[src/rtl/retospect_lif_neuron.sv]
// retospect_lif_neuron: leaky integrate-and-fire cell with serial config chain, threshold and refractory period
module retospect_lif_neuron #(
    parameter int N_DEND   = 4,
    parameter int W_BITS   = 3,
    parameter int P_BITS   = 4,
    parameter int REF_BITS = 2,
    parameter int SEL_BITS = 3,
    parameter bit SIGNED_W = 1'b0
) (
    input  logic                     clk,
    input  logic                     rst_n,
    input  logic                     reset_nn,
    input  logic                     config_en,
    input  logic                     bs_in,
    output logic                     bs_out,
    input  logic [2**SEL_BITS-1:0]   clockbus,
    input  logic [N_DEND-1:0]        dendrite,
    output logic                     axon,
    output logic [P_BITS-1:0]        potential
);
    localparam int L = N_DEND*W_BITS + P_BITS + REF_BITS + SEL_BITS;
    localparam int S = P_BITS + W_BITS + $clog2(N_DEND) + 1;
    localparam int T = N_DEND*W_BITS;

    logic [L-1:0]           cfg;
    logic [REF_BITS-1:0]    refr_cnt;
    logic [P_BITS-1:0]      thr, leaked, clamped;
    logic [REF_BITS-1:0]    ref_len;
    logic [SEL_BITS-1:0]    sel;
    logic signed [S-1:0]    sum;
    logic                   fire;

    assign thr     = cfg[T +: P_BITS];
    assign ref_len = cfg[T+P_BITS +: REF_BITS];
    assign sel     = cfg[T+P_BITS+REF_BITS +: SEL_BITS];
    assign bs_out  = cfg[0];
    assign leaked  = clockbus[sel] ? potential >> 1 : potential;

    // sum is wide enough that no combination of weights can wrap before clamping
    always_comb begin
        sum = $signed({{(S-P_BITS){1'b0}}, leaked});
        for (int i = 0; i < N_DEND; i++)
            if (dendrite[i])
                sum = sum + $signed({{(S-W_BITS){SIGNED_W && cfg[i*W_BITS+W_BITS-1]}}, cfg[i*W_BITS +: W_BITS]});
    end

    assign clamped = sum[S-1] ? '0 : (|sum[S-2:P_BITS] ? '1 : sum[P_BITS-1:0]);
    assign fire    = clamped >= thr;

    always_ff @(posedge clk or negedge rst_n) begin
        if (!rst_n) begin
            cfg       <= '0;
            potential <= '0;
            refr_cnt  <= '0;
            axon      <= 1'b0;
        end else if (reset_nn) begin
            potential <= '0;
            refr_cnt  <= '0;
            axon      <= 1'b0;
        end else if (config_en) begin
            cfg  <= {bs_in, cfg[L-1:1]};
            axon <= 1'b0;
        end else if (refr_cnt != '0) begin
            refr_cnt  <= refr_cnt - REF_BITS'(1);
            potential <= '0;
            axon      <= 1'b0;
        end else begin
            axon      <= fire;
            potential <= fire ? '0 : clamped;
            refr_cnt  <= fire ? ref_len : '0;
        end
    end
endmodule
[config.mk]
export PLATFORM = sky130hd
export DESIGN_NAME = retospect_lif_neuron
export DESIGN_NICKNAME = d
export VERILOG_FILES = /design/src/rtl/retospect_lif_neuron.sv
export SDC_FILE = /design/constraint.sdc
export NUM_CORES = 1
export LEC_CHECK = 0
export ABC_AREA = 1
export CORE_MARGIN = 2
export CORE_UTILIZATION = 52
export CTS_CLUSTER_SIZE = 8
export DETAILED_ROUTE_END_ITERATION = 7
export PLACE_DENSITY = 0.81
export REMOVE_ABC_BUFFERS = 1
export SLEW_MARGIN = 10
export SYNTH_ARGS = -nofsm -noshare
export SYNTH_HDL_FRONTEND = slang
export SYNTH_SLANG_ARGS = --single-unit
[constraint.sdc]
create_clock -name clk -period 5.15 [get_ports clk]
set_input_delay 1.03 -clock clk [delete_from_list [all_inputs] [get_ports clk]]
set_output_delay 1.03 -clock clk [all_outputs]
set_load 0.01 [all_outputs]
# Yosys cells after proc, flatten, opt, wreduce, memory -nomap -nowiden
# Index checks and enable logic that the tools add are counted.
dict set report totals {
  ff_bits 28
  word_cells 36
}
dict set report op_classes {
  magnitude_cmp 2
  n_mux 20
  add_sub_neg 5
  n_reduce_logical 3
  eq_ne 1
  bitwise_logic 1
}
# op n
set ops {}
lappend ops {{10-bit two-way mux} 4}
lappend ops {{10-bit by 4-bit adder with 10-bit output} 3}
lappend ops {{4-bit two-way mux} 7}
lappend ops {{2-bit two-way mux} 4}
lappend ops {{4-bit by 3-bit adder with 5-bit output} 1}
lappend ops {{5-bit OR reduction} 1}
lappend ops {{4-bit greater-or-equal comparator} 1}
lappend ops {{3-bit by 4-bit < comparator with 1-bit output, second input constant} 1}
lappend ops {{1-bit two-way mux} 4}
lappend ops {{1-bit binary-select mux with 3-bit select} 1}
lappend ops {{2-bit inequality test, second input constant} 1}
lappend ops {{2-bit AND reduction} 1}
lappend ops {{2-bit nonzero test} 1}
lappend ops {{2-bit by 1-bit subtractor with 2-bit output, second input constant} 1}
lappend ops {{1-bit NOT} 1}

# Longest topological paths before layout
# Gate-level depths: netlist of run 1.
dict set report logic_depth {
  depth_word 19
  mapped_depth 40
  mapped_depth_nobuf 40
}

# Worst setup path before layout of run 1
# No wires, ideal clock.
dict set report synth_path {
  kind {input to register}
  from {input clockbus[3]}
  to {register potential[0]}
  path_buffers 0
  setup_ns 0.066
  t_arrival_ns 6.094
  stages 35
  setup_slack_ns -1.010
  required_time_ns 5.084
  cell_sequence {inv_1 -> nand2_1 -> nand3_1 -> nand3_2 -> nand2_4 -> nand2_1 -> nand2_1 -> inv_1 -> ha_1 -> fa_1 -> nand2_1 -> nand2_1 -> fa_1 -> or2_2 -> nand2_1 -> inv_1 -> fa_1 -> nand2_1 -> nand2_1 -> inv_1 -> fa_1 -> nor2_1 -> o21ai_0 -> inv_1 -> nand3_2 -> nand2_2 -> nand4_2 -> ha_1 -> inv_1 -> nor2_1 -> o211ai_1 -> nand3_1 -> nor4_1 -> nand2_1 -> nand2_1}
}
dict set report synth_between {
  elab_chain_cells 19
}
# item line
set synth_lines {}
lappend synth_lines {{from (decl)} 16} ;# input logic [2**SEL_BITS-1:0] clockbus,
lappend synth_lines {{1-bit binary-select mux with 3-bit select *} 37} ;# assign leaked = clockbus[sel] ? potential >> 1 : potential;
lappend synth_lines {{1-bit two-way mux (not written as such) *} 37}
lappend synth_lines {{4-bit two-way mux *} 37}
lappend synth_lines {{4-bit by 3-bit adder with 5-bit output} 44} ;# sum = sum + $signed({{(S-W_BITS){SIGNED_W && cfg[i*W_BITS+W_BITS-1]}}, cfg[i*W_BITS +: W_BITS]});
lappend synth_lines {{10-bit two-way mux *} 43} ;# if (dendrite[i])
lappend synth_lines {{10-bit by 4-bit adder with 10-bit output} 44}
lappend synth_lines {{10-bit two-way mux *} 43}
lappend synth_lines {{10-bit by 4-bit adder with 10-bit output} 44}
lappend synth_lines {{[... 3 more ...]} -}
lappend synth_lines {{5-bit OR reduction} 47} ;# assign clamped = sum[S-1] ? '0 : (|sum[S-2:P_BITS] ? '1 : sum[P_BITS-1:0]);
lappend synth_lines {{4-bit two-way mux} 47}
lappend synth_lines {{4-bit two-way mux *} 47}
lappend synth_lines {{4-bit greater-or-equal comparator} 48} ;# assign fire = clamped >= thr;
lappend synth_lines {{4-bit two-way mux *} 69} ;# potential <= fire ? '0 : clamped;
lappend synth_lines {{4-bit two-way mux *} 63} ;# end else if (refr_cnt != '0) begin
lappend synth_lines {{4-bit two-way mux *} 60} ;# end else if (config_en) begin
lappend synth_lines {{4-bit two-way mux *} 56} ;# end else if (reset_nn) begin
lappend synth_lines {{to (signal assigned)} 69}
lappend synth_lines {{to (decl)} 19} ;# output logic [P_BITS-1:0] potential
# Every way passes the cells marked *; elsewhere a longest branch is shown, timed or not. The select of a mux whose other input is x is not followed.
# A chain may end at the register's enable or synchronous reset.

# Worst setup path after layout of run 1
dict set report layout_path {
  from {input clockbus[4]}
  to {register potential[3]}
}
# The elaborated chain is that of the path after synthesis.

==> flow_summary.json, run 1 <==
{
  "track_usage_pct": 25.6,
  "synth_simple_gate_area_share_pct": 38.9,
  "ys_types": 29,
  "violations": "setup timing",
  "synth_compound_gate_area_share_pct": 8.03,
  "r2r_slack_ps": -630,
  "clock-sinks": 28,
  "drive_above_1_share_pct": 42.1,
  "worst_ep_required_time_ps": 5380,
  "clock_insertion_delay_at_the_later_pin_of_the_skew_report_ps": 280,
  "max_freq_mhz": 167,
  "status": "finished with violations",
  "setup_violations": 7,
  "drt-vias-per-instance": 5.27,
  "nNetsFinal": 425,
  "antenna_fix_cells": 0,
  "cellPowerDensity_mw_per_mm2": 445,
  "cts_tree": "done",
  "setup_repair_after_global_routing_missed_its_margin": "true",
  "leakage_nw": 1.71,
  "worst_path_most_repeated_cell": "sky130_fd_sc_hd__nand2_2",
  "post_synthesis_adder_cell_area_fraction_pct": 12.2,
  "crit_arrival_ps": 6210,
  "drt-initial-drc-count": 151,
  "buffers_added_on_ports": 22,
  "metal2_wl_um": 3400,
  "clockBufferDepth": 2,
  "drt_drc_violations_left": 0,
  "dpl.hpwl_um": 4000,
  "hold_critical_path_depth": 2,
  "worst_setup_hold_path_clk_slew_ps": 100,
  "fp.dieH_um": 70.4,
  "skew_ps": 3.81,
  "yosys.cell_count.top_type": "sky130_fd_sc_hd__nand2_1",
  "max-slew-margin-rel_pct": 65.0,
  "critPathSlowestCell": "sky130_fd_sc_hd__fa_2",
  "syn-instance-count": 312,
  "crit-reg2reg-capture": "potential[3]",
  "worst_hold_path_class": "flip-flop to flip-flop",
  "root_buffer": "sky130_fd_sc_hd__clkbuf_8",
  "post_route_ant_nets": 0,
  "timing.max_cap.violations": 0,
  "synth_area_mm2": 0.00229,
  "routedWlPerCell_um": 14.5,
  "highest-signal-layer": "met4",
  "worst-path-max-fanout": 4,
  "synth_area_leaders": "sky130_fd_sc_hd__dfrtp_1 (31%), sky130_fd_sc_hd__nand2_1 (17%), sky130_fd_sc_hd__ha_1 (8.7%)",
  "ys_seq_area_share_pct": 30.6,
  "place_inst": 421,
  "worst_setup_path_end_kind": "flip-flop",
  "grt_first_pass_wirelength_um": 10400,
  "wl_um": 6350,
  "post-synth-top-area-cell": "sky130_fd_sc_hd__dfrtp_1",
  "dominantRegCellSynth": "sky130_fd_sc_hd__dfrtp_1",
  "syn2layout_area_growth_pct": 43.4,
  "count_of_standard_cell_rows": 24,
  "post_placement_setup_slack_ps": -1710,
  "synth_enable_flop_cells": 0,
  "hold_viol_final": 0,
  "worstReg2RegStart": "cfg[18]",
  "worstSetupStartpointType": "primary input",
  "worst-setup-path-type": "primary input to flip-flop",
  "h-tree-depth": 1,
  "yosys_register_bits": 28,
  "yosysTopAreaCellShare_pct": 30.6,
  "finalWeightedCongestion": 0.891,
  "ioPinCount": 23,
  "synth-async-reset-ratio_pct": 100,
  "via_count_of_the_first_global_routing_pass": 2342,
  "routed-wl-met3_um": 278,
  "min_from": "cfg[14]",
  "coreArea_mm2": 0.00429,
  "timing.critical_path.slowest_cell_delay_ps": 540,
  "cell_depth_of_the_worst_flop_to_flop_path": 36,
  "period_minus_slack_ps": 5980,
  "setup_slack_ps": -826,
  "synth.cells.most_frequent": "sky130_fd_sc_hd__nand2_1 (103), sky130_fd_sc_hd__inv_1 (52), sky130_fd_sc_hd__dfrtp_1 (28), sky130_fd_sc_hd__nand3_1 (22), sky130_fd_sc_hd__o21ai_0 (18)",
  "detailedRoute.firstPassIterationCount": 4,
  "maxSlewViolCount": 0,
  "chipWidth_um": 70.4,
  "num-fill-cells": 276,
  "die_area_mm2": 0.00495,
  "main_combinational_cell_family_by_area_after_synthesis": "simple AND/OR/NAND/NOR gates",
  "post_synth_mux_area_share_pct": 0,
  "final-instance-count-excl-fill": 439,
  "dr_total_vias": 2314,
  "antenna_found_initial": 0,
  "leftover_overflow_at_the_end_of_global_routing": 0,
  "peakVddDrop_mv": 0.325,
  "timing_worst_slew_pin_value_ps": 524,
  "hold_path_endpoint": "cfg[13]",
  "timing.final.crit_share_pct": 116,
  "cts_buffers": 3,
  "synth.yosys.warnings": 0,
  "footprint_of_the_multi_input_gates_mm2": 0.00161,
  "register_area_um2": 701,
  "route.layer.met1.wl_um": 2500,
  "syn_avg_cell_area_um2": 7.34,
  "initial_utilization_pct": 53.3,
  "pin_count_of_the_biggest_net_entering_global_routing": 33,
  "yosys.area_share.xor_xnor_pct": 0.710
}
==> metrics by stage <==
stage	util (%)	instance area, µm²	power (mW)	setup TNS, ps	hold slack, ps
final	76.5	3280	1.46	-5370	520
after global routing	76.5	3280	1.56	-6620	543
after CTS	73.0	3140	1.33	-3960	515
after detailed placement	66.5	2860	1.02	-11520	491
after global placement	66.5	2860	0.991	-10360	477
after floorplan	-	2270	0.718	-6220	453
==> sequential cells by signal, summed over array words and instances (netlist names) <==
name / flops
axon: 1
cfg: 21
potential: 4
refr_cnt: 2
==> placed cells by master (no fill, tap or decap), types with 2 or more instances in the layout <==
master and n:
sky130_fd_sc_hd__or2_2 3, sky130_fd_sc_hd__nand3_4 2, sky130_fd_sc_hd__nor2_2 5, sky130_fd_sc_hd__nand2_2 28
sky130_fd_sc_hd__nand2_4 9, sky130_fd_sc_hd__nand4_2 2, sky130_fd_sc_hd__o21ai_0 14, sky130_fd_sc_hd__nand2_1 79
sky130_fd_sc_hd__nand3_1 19, sky130_fd_sc_hd__ha_1 11, sky130_fd_sc_hd__o21ai_2 2, sky130_fd_sc_hd__nand4_4 2
sky130_fd_sc_hd__ha_4 5, sky130_fd_sc_hd__dfrtp_1 28, sky130_fd_sc_hd__inv_2 16, sky130_fd_sc_hd__nor2_4 3
sky130_fd_sc_hd__nand3_2 9, sky130_fd_sc_hd__buf_4 52, sky130_fd_sc_hd__clkdlybuf4s50_1 14, sky130_fd_sc_hd__fa_2 3
sky130_fd_sc_hd__o211ai_1 2, sky130_fd_sc_hd__a21oi_1 6, sky130_fd_sc_hd__inv_1 38, sky130_fd_sc_hd__buf_6 9
sky130_fd_sc_hd__clkbuf_8 3, sky130_fd_sc_hd__nor2_1 8
==> routing by layer <==
| layer | vias to the layer above | track usage [%] |
|---|---|---|
| li1 | 1137 | - |
| met4 | 0 | 8.12 |
| met2 | 67 | 47.0 |
| met1 | 1092 | 30.1 |
| met3 | 18 | 4.47 |
| met5 | - | 0 |
==> report_power, final <==
part	internal, mW	switching [mW]
logic	0.481	0.481
registers	0.269	0.0521
clock network	0.104	0.0730
total	0.854	0.606
==> what timing repair did <==
action	in CTS	in global routing
pin swaps	37	25
resized for setup	75	31
hold buffers	0	0
buffers inserted	10	4
setup endpoints to repair	7	7
==> worst max path at each step <==
stage,startpoint,endpoint,slack (ps),cells past startpoint
3_5_place_dp,clockbus[5],refr_cnt[1],-1710,37
5_1_grt,clockbus[4],potential[3],-1020,37
4_1_cts,clockbus[4],potential[1],-640,38
3_3_place_gp,clockbus[7],potential[2],-1520,38
6_report,clockbus[4],potential[3],-830,37
2_1_floorplan,clockbus[3],potential[0],-1010,35
==> critical path, delay by kind of cell <==
family | cells | cell delay, ps
AOI/OAI and AO/OA | 2 | 240
adders and majority gates | 5 | 2130
buffers and inverters | 9 | 680
and+or+nand+nor | 21 | 2110
==> cells by family (layout without fill, tap and decap cells) <==
kind of cell,Yosys count,count (layout)
AOI/OAI and AO/OA,31,31
xor gates and xnor gates,1,1
adders and majority gates,20,20
buffers and inverters,58,133
DFF,28,28
and+or+nand+nor,174,174
==> layout make-up <==
type / instances / area share [%]
clock buffer: 3 / 1.26
clock inverter: 1 / 0.915
inverter: 54 / 6.17
multi-input combinational: 226 / 49.1
sequential: 28 / 21.3
tap: 52 / 1.98
timing repair buffer: 75 / 19.2
(Power assumes the default switching activity.)
==> run 2: changes to the inputs <==
Settings changed: CORE_MARGIN 2 to unset, REMOVE_ABC_BUFFERS 1 to unset.
==> run 2 against run 1 <==
  * The run still ends with setup timing left
  * Utilization grew 4.6 points
  * Sequential share of layout area shrank 0.33 points
  * Combinational power grew 6%
  * Critical path type unchanged
  * Largest power group unchanged
  * Die area shrank 5.6%
  * Final area grew 1.6%
  * Power grew 3.2%
==> flow_summary.json, run 2 (synthesized netlist as in run 1, its figures left out) <==
{
  "mostFrequentLayoutCell": "sky130_fd_sc_hd__nand2_1",
  "clock-sinks": 28,
  "largest-register": "cfg",
  "leakage_nw": 1.76,
  "timing.final.crit_share_pct": 115,
  "crit_arrival_ps": 6100,
  "min_from": "cfg[14]",
  "h-tree-depth": 1,
  "syn2layout_area_growth_pct": 45.6,
  "worst_setup_hold_path_clk_slew_ps": 90,
  "coreArea_mm2": 0.00412,
  "worst_ep_required_time_ps": 5310,
  "timing_worst_slew_pin_value_ps": 576,
  "finish.utilization_pct": 81.0,
  "pin_count_of_the_biggest_net_entering_global_routing": 33,
  "worst_hold_path_class": "flip-flop to flip-flop",
  "setup_violations": 7,
  "via_count_of_the_first_global_routing_pass": 2231,
  "post_route_ant_nets": 0,
  "report.power.total_mw": 1.51,
  "p_int_mw": 0.900,
  "postSynthNetCount": 349,
  "initial_utilization_pct": 55.6,
  "drt_drc_violations_left": 0,
  "wl_um": 6280,
  "worstSetupStartpointType": "primary input",
  "dr_total_vias": 2353,
  "cellPowerDensity_mw_per_mm2": 452,
  "cts_tree": "done",
  "root_buffer": "sky130_fd_sc_hd__clkbuf_8",
  "track_usage_pct": 27.2,
  "layout_common_cells": "sky130_fd_sc_hd__nand2_1 (85), sky130_fd_sc_hd__buf_4 (65), sky130_fd_sc_hd__inv_1 (39), sky130_fd_sc_hd__dfrtp_1 (28), sky130_fd_sc_hd__nand2_2 (23)",
  "power.share.switching_pct": 40.3,
  "worst_path_most_repeated_cell": "sky130_fd_sc_hd__nand2_2",
  "finalWeightedCongestion": 0.913,
  "clkPwrFrac_pct": 11.2,
  "num-fill-cells": 257,
  "clock_insertion_delay_at_the_later_pin_of_the_skew_report_ps": 270,
  "timing.critical_path.slowest_cell_delay_ps": 540,
  "clockBufferDepth": 2,
  "launching_element_of_the_worst_setup_path": "clockbus[2]",
  "r2r_slack_ps": -580,
  "drive_above_1_share_pct": 41.5,
  "die_area_mm2": 0.00467,
  "buffers_added_on_ports": 22,
  "status": "finished with violations",
  "period_minus_slack_ps": 5940,
  "power_switching_mw": 0.606,
  "finalSetupTns_ps": -5140,
  "max-slew-margin-rel_pct": 61.6,
  "setup_slack_ps": -790,
  "reg.largest.list": "cfg x21, potential x4, refr_cnt x2",
  "routedWlPerCell_um": 13.9,
  "drt-vias-per-instance": 5.23,
  "detailedRoute.firstPassIterationCount": 4,
  "skew_ps": 3.00,
  "timing.max_cap.violations": 0,
  "worst-setup-path-type": "primary input to flip-flop",
  "chipWidth_um": 68.4,
  "hold_viol_final": 0,
  "worst_setup_path_end_kind": "flip-flop",
  "count_of_standard_cell_rows": 23,
  "hold_buffers": 0,
  "fp.dieH_um": 68.4,
  "largest_register_ffs": 21,
  "ioPinCount": 23,
  "post_placement_setup_slack_ps": -1430,
  "maxSlewViolCount": 0,
  "drt-initial-drc-count": 112,
  "violations": "setup timing",
  "worst-path-max-fanout": 4,
  "power.share.combinational_pct": 67.4,
  "seqPwrFrac_pct": 21.4,
  "peakVddDrop_mv": 0.298,
  "cts_buffers": 3,
  "leftover_overflow_at_the_end_of_global_routing": 0,
  "antenna_fix_cells": 0,
  "max_freq_mhz": 168,
  "nNetsFinal": 438,
  "grt_first_pass_wirelength_um": 9580,
  "setup_repair_after_global_routing_missed_its_margin": "true",
  "dpl.hpwl_um": 3980,
  "worstReg2RegStart": "cfg[18]",
  "antenna_found_initial": 0,
  "critPathSlowestCell": "sky130_fd_sc_hd__fa_1"
}
## run 2: cell count changes in the layout (fill, tap and decap cells not counted), sizes merged
| cell | previous run | this run |
|---|---|---|
| buf | 61 | 74 |
## run 2: power by group through the flow
stage | Clock (mW) | Combinational, mW | Sequential, mW
finish | 0.168 | 1.02 | 0.323
global route | 0.180 | 1.11 | 0.330
CTS | 0.173 | 0.902 | 0.319
detailed placement | 0 | 0.739 | 0.321
global placement | 0 | 0.711 | 0.320
floorplan | 0 | 0.456 | 0.320
## run 2: worst paths after layout
path                                 to  cells past startpoint
max in group asynchronous  potential[1]                      2
max                         refr_cnt[1]                     38
min                             cfg[13]                      2
min in group asynchronous       cfg[16]                      2
max reg2reg                 refr_cnt[1]                     37
min reg2reg                     cfg[13]                      2
## run 2: repair_timing
action,in CTS,in global routing
setup buffers,25,4
resized for setup,50,14
endpoints found under the setup margin,7,7
pin swaps,33,26
## run 2: per-layer routing
layer	vias to the layer above	track usage (%)	share of wire, %
met5	-	0	0
met3	12	5.00	4.1
met1	1123	33.3	42
li1	1160	-	-
met2	58	49.1	53
met4	0	5.47	1.5
## run 2: worst max-delay path, delay by kind of cell
kind | cells | cell delay (ps)
AND/OR/NAND/NOR | 19 | 1760
AO/OA/AOI/OAI | 4 | 490
buffers and inverters | 9 | 590
adder cells (fa/ha/maj) | 6 | 2240
## run 2: final cells by class
| cell class | instances | area, µm² | area share [%] |
|---|---|---|---|
| timing repair buffer | 88 | 704 | 21.1 |
| clock buffer | 3 | 41.3 | 1.24 |
| tap | 50 | 62.6 | 1.88 |
| clock inverter | 1 | 30.0 | 0.901 |
| inverter | 54 | 218 | 6.53 |
| multi-input combinational | 226 | 1580 | 47.3 |
| sequential | 28 | 701 | 21.0 |
## run 2: stage by stage
stage | area, µm² | std cells | hold slack [ps]
detailed placement | 2950 | 417 | 490
CTS | 3250 | 446 | 514
finish | 3330 | 450 | 512
floorplan | 2400 | 312 | 453
global placement | 2950 | 417 | 472
global route | 3330 | 450 | 556
==> run 3: changes to the inputs <==
Settings changed: CTS_CLUSTER_DIAMETER set to 60.
==> results of run 3 <==
Same layout as run 2: the final DEF is identical, and so are final timing and power.
